File: config.mk
export PLATFORM = sky130hd
export DESIGN_NAME = fifo_wr_arb_flat
export DESIGN_NICKNAME = d
export VERILOG_FILES = /design/src/rtl/fifo_wr_arb_if.sv /design/src/rtl/fifo_wr_arb.sv /design/src/flat_wrapper.sv
export SDC_FILE = /design/constraint.sdc
export NUM_CORES = 1
export LEC_CHECK = 0
export CAP_MARGIN = 0
export CELL_PAD_IN_SITES_DETAIL_PLACEMENT = 1
export CELL_PAD_IN_SITES_GLOBAL_PLACEMENT = 1
export CORE_UTILIZATION = 28
export CTS_CLUSTER_DIAMETER = 80
export DETAILED_ROUTE_END_ITERATION = 8
export GPL_TIMING_DRIVEN = 0
export PLACE_DENSITY_LB_ADDON = 0.3
export SETUP_SLACK_MARGIN = 0.3
export SYNTH_ARGS = -nofsm -noshare
export SYNTH_HDL_FRONTEND = slang
export SYNTH_SLANG_ARGS = --single-unit
File: constraint.sdc
create_clock -name clk -period 2.6 [get_ports clk]
set_clock_uncertainty 0.2 [all_clocks]
set_input_delay 0.52 -clock clk [delete_from_list [all_inputs] [get_ports clk]]
set_output_delay 0.52 -clock clk [all_outputs]
set_load 0.02 [all_outputs]
File: src/rtl/fifo_wr_arb_if.sv
// Bus bundle between two write requesters, the arbiter and a shared FIFO write port.
//   req0_valid/req0_data/req0_ready : requester 0 handshake
//   req1_valid/req1_data/req1_ready : requester 1 handshake
//   fifo_full                       : full flag from the FIFO
//   fifo_wr/fifo_data               : FIFO write strobe and data
// Modports: master = arbiter side, slave = requesters plus FIFO side.
interface fifo_wr_arb_if #(
  parameter int unsigned WIDTH = 8
);
  logic             req0_valid;
  logic [WIDTH-1:0] req0_data;
  logic             req0_ready;
  logic             req1_valid;
  logic [WIDTH-1:0] req1_data;
  logic             req1_ready;
  logic             fifo_full;
  logic             fifo_wr;
  logic [WIDTH-1:0] fifo_data;

  modport master (
    input  req0_valid, req0_data, req1_valid, req1_data, fifo_full,
    output req0_ready, req1_ready, fifo_wr, fifo_data
  );

  modport slave (
    output req0_valid, req0_data, req1_valid, req1_data, fifo_full,
    input  req0_ready, req1_ready, fifo_wr, fifo_data
  );
endinterface

File: src/rtl/fifo_wr_arb.sv
// Two-requester write arbiter in front of a single FIFO write port. A grant lasts up to
// BURST words; ties are broken round-robin through last_gnt. The arbiter holds no data:
// ready, write strobe and write data are combinational from the grant state.
//   clk       : clock, rising edge
//   rst       : synchronous active-high reset
//   bus_io    : requester handshakes and FIFO write port (master modport)
//   gnt       : one-hot grant, 01 = requester 0, 10 = requester 1, 00 = idle
//   burst_cnt : words moved in the current grant
module fifo_wr_arb #(
  parameter int unsigned WIDTH = 8,
  parameter int unsigned BURST = 4
) (
  input  logic            clk,
  input  logic            rst,
  fifo_wr_arb_if.master   bus_io,
  output logic [1:0]      gnt,
  output logic [7:0]      burst_cnt
);

  // Encoding equals the gnt value, so the state register is the registered grant.
  typedef enum logic [1:0] {
    StIdle = 2'b00,
    StGnt0 = 2'b01,
    StGnt1 = 2'b10
  } state_e;

  localparam logic [7:0] BurstLast = 8'(BURST - 1);

  state_e     state_q;
  logic [7:0] cnt_q;
  logic       last_gnt_q;

  logic sel1;       // current grant is requester 1
  logic granted;    // in a grant state and not in reset
  logic valid_x;    // valid of the granted requester
  logic valid_y;    // valid of the other requester
  logic xfer;
  logic grant_end;

  always_comb begin
    sel1      = (state_q == StGnt1);
    granted   = (state_q != StIdle) && !rst;
    valid_x   = sel1 ? bus_io.req1_valid : bus_io.req0_valid;
    valid_y   = sel1 ? bus_io.req0_valid : bus_io.req1_valid;
    xfer      = granted && valid_x && !bus_io.fifo_full;
    // A stalled word (valid, FIFO full) does not end the grant.
    grant_end = (state_q != StIdle) && (!valid_x || (xfer && (cnt_q == BurstLast)));
  end

  // Outputs are gated by rst so a reset mid-burst drops the in-flight word at once.
  always_comb begin
    bus_io.req0_ready = xfer && !sel1;
    bus_io.req1_ready = xfer && sel1;
    bus_io.fifo_wr    = xfer;
    if (!granted) begin
      bus_io.fifo_data = '0;
    end else if (sel1) begin
      bus_io.fifo_data = bus_io.req1_data;
    end else begin
      bus_io.fifo_data = bus_io.req0_data;
    end
    gnt       = rst ? 2'b00 : state_q;
    burst_cnt = cnt_q;
  end

  always_ff @(posedge clk) begin
    if (rst) begin
      state_q    <= StIdle;
      cnt_q      <= '0;
      last_gnt_q <= 1'b1;
    end else begin
      unique case (state_q)
        StIdle: begin
          cnt_q <= '0;
          if (bus_io.req0_valid && bus_io.req1_valid) begin
            state_q    <= last_gnt_q ? StGnt0 : StGnt1;
            last_gnt_q <= !last_gnt_q;
          end else if (bus_io.req0_valid) begin
            state_q    <= StGnt0;
            last_gnt_q <= 1'b0;
          end else if (bus_io.req1_valid) begin
            state_q    <= StGnt1;
            last_gnt_q <= 1'b1;
          end
        end
        StGnt0, StGnt1: begin
          if (grant_end) begin
            cnt_q <= '0;
            if (valid_y) begin
              state_q    <= sel1 ? StGnt0 : StGnt1;
              last_gnt_q <= !sel1;
            end else if (valid_x) begin
              // Re-grant the same requester with a fresh burst.
              last_gnt_q <= sel1;
            end else begin
              state_q <= StIdle;
            end
          end else if (xfer) begin
            cnt_q <= cnt_q + 8'd1;
          end
        end
        default: begin
          state_q <= StIdle;
          cnt_q   <= '0;
        end
      endcase
    end
  end

endmodule

File: src/flat_wrapper.sv
// flat-port wrapper written by rule: the top's interface ports become plain ports
module fifo_wr_arb_flat 
#(
  parameter int unsigned WIDTH = 8,
  parameter int unsigned BURST = 4
)
  (clk, rst, gnt, burst_cnt, bus_io_req0_valid, bus_io_req0_data, bus_io_req1_valid, bus_io_req1_data, bus_io_fifo_full, bus_io_req0_ready, bus_io_req1_ready, bus_io_fifo_wr, bus_io_fifo_data);
  fifo_wr_arb_if #(.WIDTH(WIDTH)) bus_io_i ();
  input  logic clk;
  input  logic rst;
  output logic [1:0] gnt;
  output logic [7:0] burst_cnt;
  input wire logic [$bits(bus_io_i.req0_valid)-1:0] bus_io_req0_valid;
  input wire logic [$bits(bus_io_i.req0_data)-1:0] bus_io_req0_data;
  input wire logic [$bits(bus_io_i.req1_valid)-1:0] bus_io_req1_valid;
  input wire logic [$bits(bus_io_i.req1_data)-1:0] bus_io_req1_data;
  input wire logic [$bits(bus_io_i.fifo_full)-1:0] bus_io_fifo_full;
  output wire logic [$bits(bus_io_i.req0_ready)-1:0] bus_io_req0_ready;
  output wire logic [$bits(bus_io_i.req1_ready)-1:0] bus_io_req1_ready;
  output wire logic [$bits(bus_io_i.fifo_wr)-1:0] bus_io_fifo_wr;
  output wire logic [$bits(bus_io_i.fifo_data)-1:0] bus_io_fifo_data;
  assign bus_io_i.req0_valid = bus_io_req0_valid;
  assign bus_io_i.req0_data = bus_io_req0_data;
  assign bus_io_i.req1_valid = bus_io_req1_valid;
  assign bus_io_i.req1_data = bus_io_req1_data;
  assign bus_io_i.fifo_full = bus_io_fifo_full;
  assign bus_io_req0_ready = bus_io_i.req0_ready;
  assign bus_io_req1_ready = bus_io_i.req1_ready;
  assign bus_io_fifo_wr = bus_io_i.fifo_wr;
  assign bus_io_fifo_data = bus_io_i.fifo_data;
  fifo_wr_arb #(.WIDTH(WIDTH), .BURST(BURST)) u_core (.clk(clk), .rst(rst), .bus_io(bus_io_i), .gnt(gnt), .burst_cnt(burst_cnt));
endmodule
==> run_results.csv <==
group,metric,value,unit
floorplan,die_w,58.1,µm
setup_path,rr_worst_depth,8,
floorplan,fp-row-count,19,
placed_design,dp_hpwl,2.01,mm
setup_path,critPathSlowestCell,"dfxtp_2",
route,postRouteWirelength,3.56,mm
pwr,p_leak,0.659,nW
timing,max_slew.worst_pin.slew,0.386,ns
cells_and_area,layout.nets,192,
clock_network,cts.sinks,11,
logic_synthesis,seq_area_frac_synth,25.0,%
clock_network,holdBufCountCts,0,
timing,relSlewSlack,74.1,%
floorplan,initial_core_util,30.6,%
placed_design,port_buffers,38,
pwr,powerDensity,782,mW/mm²
logic_synthesis,synth_cells,109,
timing,rsz0062_at_grt,"true",
setup_path,critical_path.most_common_cell,"buf_6",
setup_path,worst_path_dominant_cell_family,"simple AND/OR/NAND/NOR gates",
setup_path,critical_path.startpoint,"u_core.state_q[0]$_SDFFE_PP0P_",
logic_synthesis,syn-cell-area,881,µm²
setup_path,slowest_delay,0.36,ns
global_route,grt_pass1_wl,5.62,mm
setup_path,r2r-start,"u_core.state_q[1]$_SDFFE_PP0P_",
route,viasPerCell,5.08,
clock_network,cts_made_buffers,3,
floorplan,core-area,0.00288,mm²
logic_synthesis,ys_types,37,
clock_network,cts_tree,"built",
hold_path,min-delay-start,"u_core.burst_cnt[1]$_SDFFE_PP0P_",
setup_path,worst-path-stages,7,
global_route,grt_pass1_vias,1117,
timing,hold_slack,0.327,ns
setup_path,required,1.88,ns
timing,timing.final.ws_setup,0.187,ns
global_route,grt.overflow.total,0,
global_route,track_usage,22.5,%
timing,setup_violations,0,
setup_path,endpoint_kind,"output pin",
setup_path,cp_max_fo,5,
timing,maxSlewViolCount,0,
logic_synthesis,synth_ff_type,"dfxtp_1",
cells_and_area,syn_to_final_growth,101,%
floorplan,die_area,0.00337,mm²
clock_network,cts_buffer_depth,2,
placed_design,placedCellCount,189,
logic_synthesis,synth-seq-cells,11,
placed_design,place_congestion,0.741,
timing,hold_violations,0,
route,drt_iter0_drc,48,
job,drv_cap,0,
logic_synthesis,syn_nets,134,
setup_path,crit_chain,"inv_4, ha_4, buf_6, or3_4, buf_6, nor2_4, buf_6",
timing,fmax,0.414,GHz
route,via_count,1057,
floorplan,ios,42,
clock_network,clk_pin_slew_worst_paths,0.08,ns
logic_synthesis,yosys_warnings,0,
global_route,grt_max_degree,11,
global_route,grt_antenna_before_repair,0,
pwr,ir_drop,404,µV
floorplan,die_y,58.1,µm
cells_and_area,final_layout_size_suffix_gt1_share,44.6,%
route,wl_per_cell,17.1,µm
setup_path,start_kind,"register",
route,drtPass1Iterations,4,
clock_network,root_buffer,"clkbuf_4",
logic_synthesis,synth_edf_count,0,
cells_and_area,fin_cells,208,
hold_path,min_path_type,"register to register",
clock_network,clock_latency,0.28,ns
outcome,outcome,"finished clean",
setup_path,worstPathArrival,1.69,ns
logic_synthesis,async_flop_share,0,%
route,final_antenna_net_count,0,
timing,fin_crit_sh,92.8,%
timing,finalCriticalPeriod,2.41,ns
placed_design,place_ws,-0.390,ns
route,post-route-drc-count,0,
setup_path,critPathBufInv,4,
clock_network,htree_levels,1,
hold_path,worstHoldPathCells,2,
logic_synthesis,syn_area_per_cell,8.08,µm²
setup_path,critPathKind,"register to output pin",
cells_and_area,insertedDiodeCount,0,
pwr,power.total,0.00138,W
[flip-flops by register name, summed over array words and instances (netlist names)]
name	flops
u_core.state_q	2
u_core.last_gnt_q	1
u_core.burst_cnt	8
[through the flow]
step	utilization (%)	setup TNS, ns	cell area, µm²
2_1_floorplan	-	0	881
3_3_place_gp	45.7	-2.26	1310
3_5_place_dp	45.7	-2.66	1310
4_1_cts	59.6	0	1720
5_1_grt	61.6	0	1770
6_report	61.6	0	1770
[worst reg2reg max path, cell delays in order, from the launching register on]
cell	delay, ns
dfxtp_4	0.36
buf_4	0.14
ha_4	0.15
buf_8	0.13
buf_4	0.13
mux2_4	0.33
o22ai_1	0.34
o2bb2ai_2	0.14
mux2_2	0.28
[final cells by class]
| class | count | area, µm² |
|---|---|---|
| Fill cell | 314 | 1100 |
| Multi-Input combinational cell | 86 | 815 |
| Timing Repair Buffer | 53 | 519 |
| Sequential cell | 11 | 225 |
| Buffer | 9 | 120 |
| Tap cell | 42 | 52.6 |
| Clock buffer | 4 | 26.3 |
| Inverter | 3 | 13.8 |
[where the power goes]
part | leakage (nW) | internal, W | switching, W
Sequential | 0.0902 | 0.000192 | 0.0000153
Combinational | 0.553 | 0.000565 | 0.000480
Clock | 0.0150 | 0.0000597 | 0.0000723
Total | 0.659 | 0.000817 | 0.000568
[cells in the mapped netlist, types with 3 or more instances]
cell / count / area (µm²)
nor2_1: 22 / 82.6
dfxtp_1: 11 / 220
mux2i_1: 10 / 100
a21oi_1: 4 / 20.0
ha_1: 4 / 50.1
nor4_1: 4 / 25.0
xnor2_1: 4 / 35.0
buf_6: 3 / 33.8
inv_1: 3 / 11.3
nand2_1: 3 / 11.3
nand4_1: 3 / 18.8
o21ai_0: 3 / 15.0
xor2_1: 3 / 26.3
[worst paths after layout]
path / to / slack (ns)
max: bus_io_req0_ready / 0.19
min: u_core.burst_cnt[1]$_SDFFE_PP0P_ / 0.33
max reg2reg: u_core.state_q[0]$_SDFFE_PP0P_ / 0.29
min reg2reg: u_core.burst_cnt[1]$_SDFFE_PP0P_ / 0.33
[logic make-up (layout without fill, tap and decap cells)]
| group | count (synthesis) | count (layout) | synth area share [%] |
|---|---|---|---|
| XOR/XNOR | 7 | 7 | 6.96 |
| buffers and inverters | 12 | 69 | 9.23 |
| multiplexers | 13 | 13 | 15.6 |
| AO/OA/AOI/OAI | 12 | 12 | 8.38 |
| flip-flops | 11 | 11 | 25.0 |
| AND/OR/NAND/NOR | 50 | 50 | 29.1 |
| adder cells (fa/ha/maj) | 4 | 4 | 5.68 |
[metal layers]
| layer | track usage (%) | routed length [µm] |
|---|---|---|
| met5 | 0 | 0 |
| met4 | 7.48 | 51 |
| met3 | 3.79 | 240 |
| met2 | 41.5 | 1890 |
| met1 | 26.1 | 1370 |
[placed cells by master, fill, tap and decap left out, types with 2 or more instances in the layout]
cell type	count
a21oi_1	4
and3_1	2
buf_4	14
buf_6	14
clkbuf_16	3
clkbuf_2	2
clkbuf_4	3
clkdlybuf4s50_1	25
dfxtp_1	9
ha_1	2
ha_4	2
mux2_2	2
mux2i_4	8
nand2_1	3
nand2b_1	2
nand3_1	2
nand4_1	3
nor2_1	11
nor2_2	3
nor2_4	10
nor4_1	4
o21ai_0	3
xnor2_1	4
xor2_1	3
[what timing repair did]
action | 4_1_cts | 5_1_grt
resized for setup | 123 | 9
endpoints found under the hold margin | 0 | 0
cloned | 1 | 0
pin swaps | 11 | 10
endpoints found under the setup margin | 11 | 20
setup buffers | 11 | 3
No activity file was read; power rests on OpenSTA's default activity.
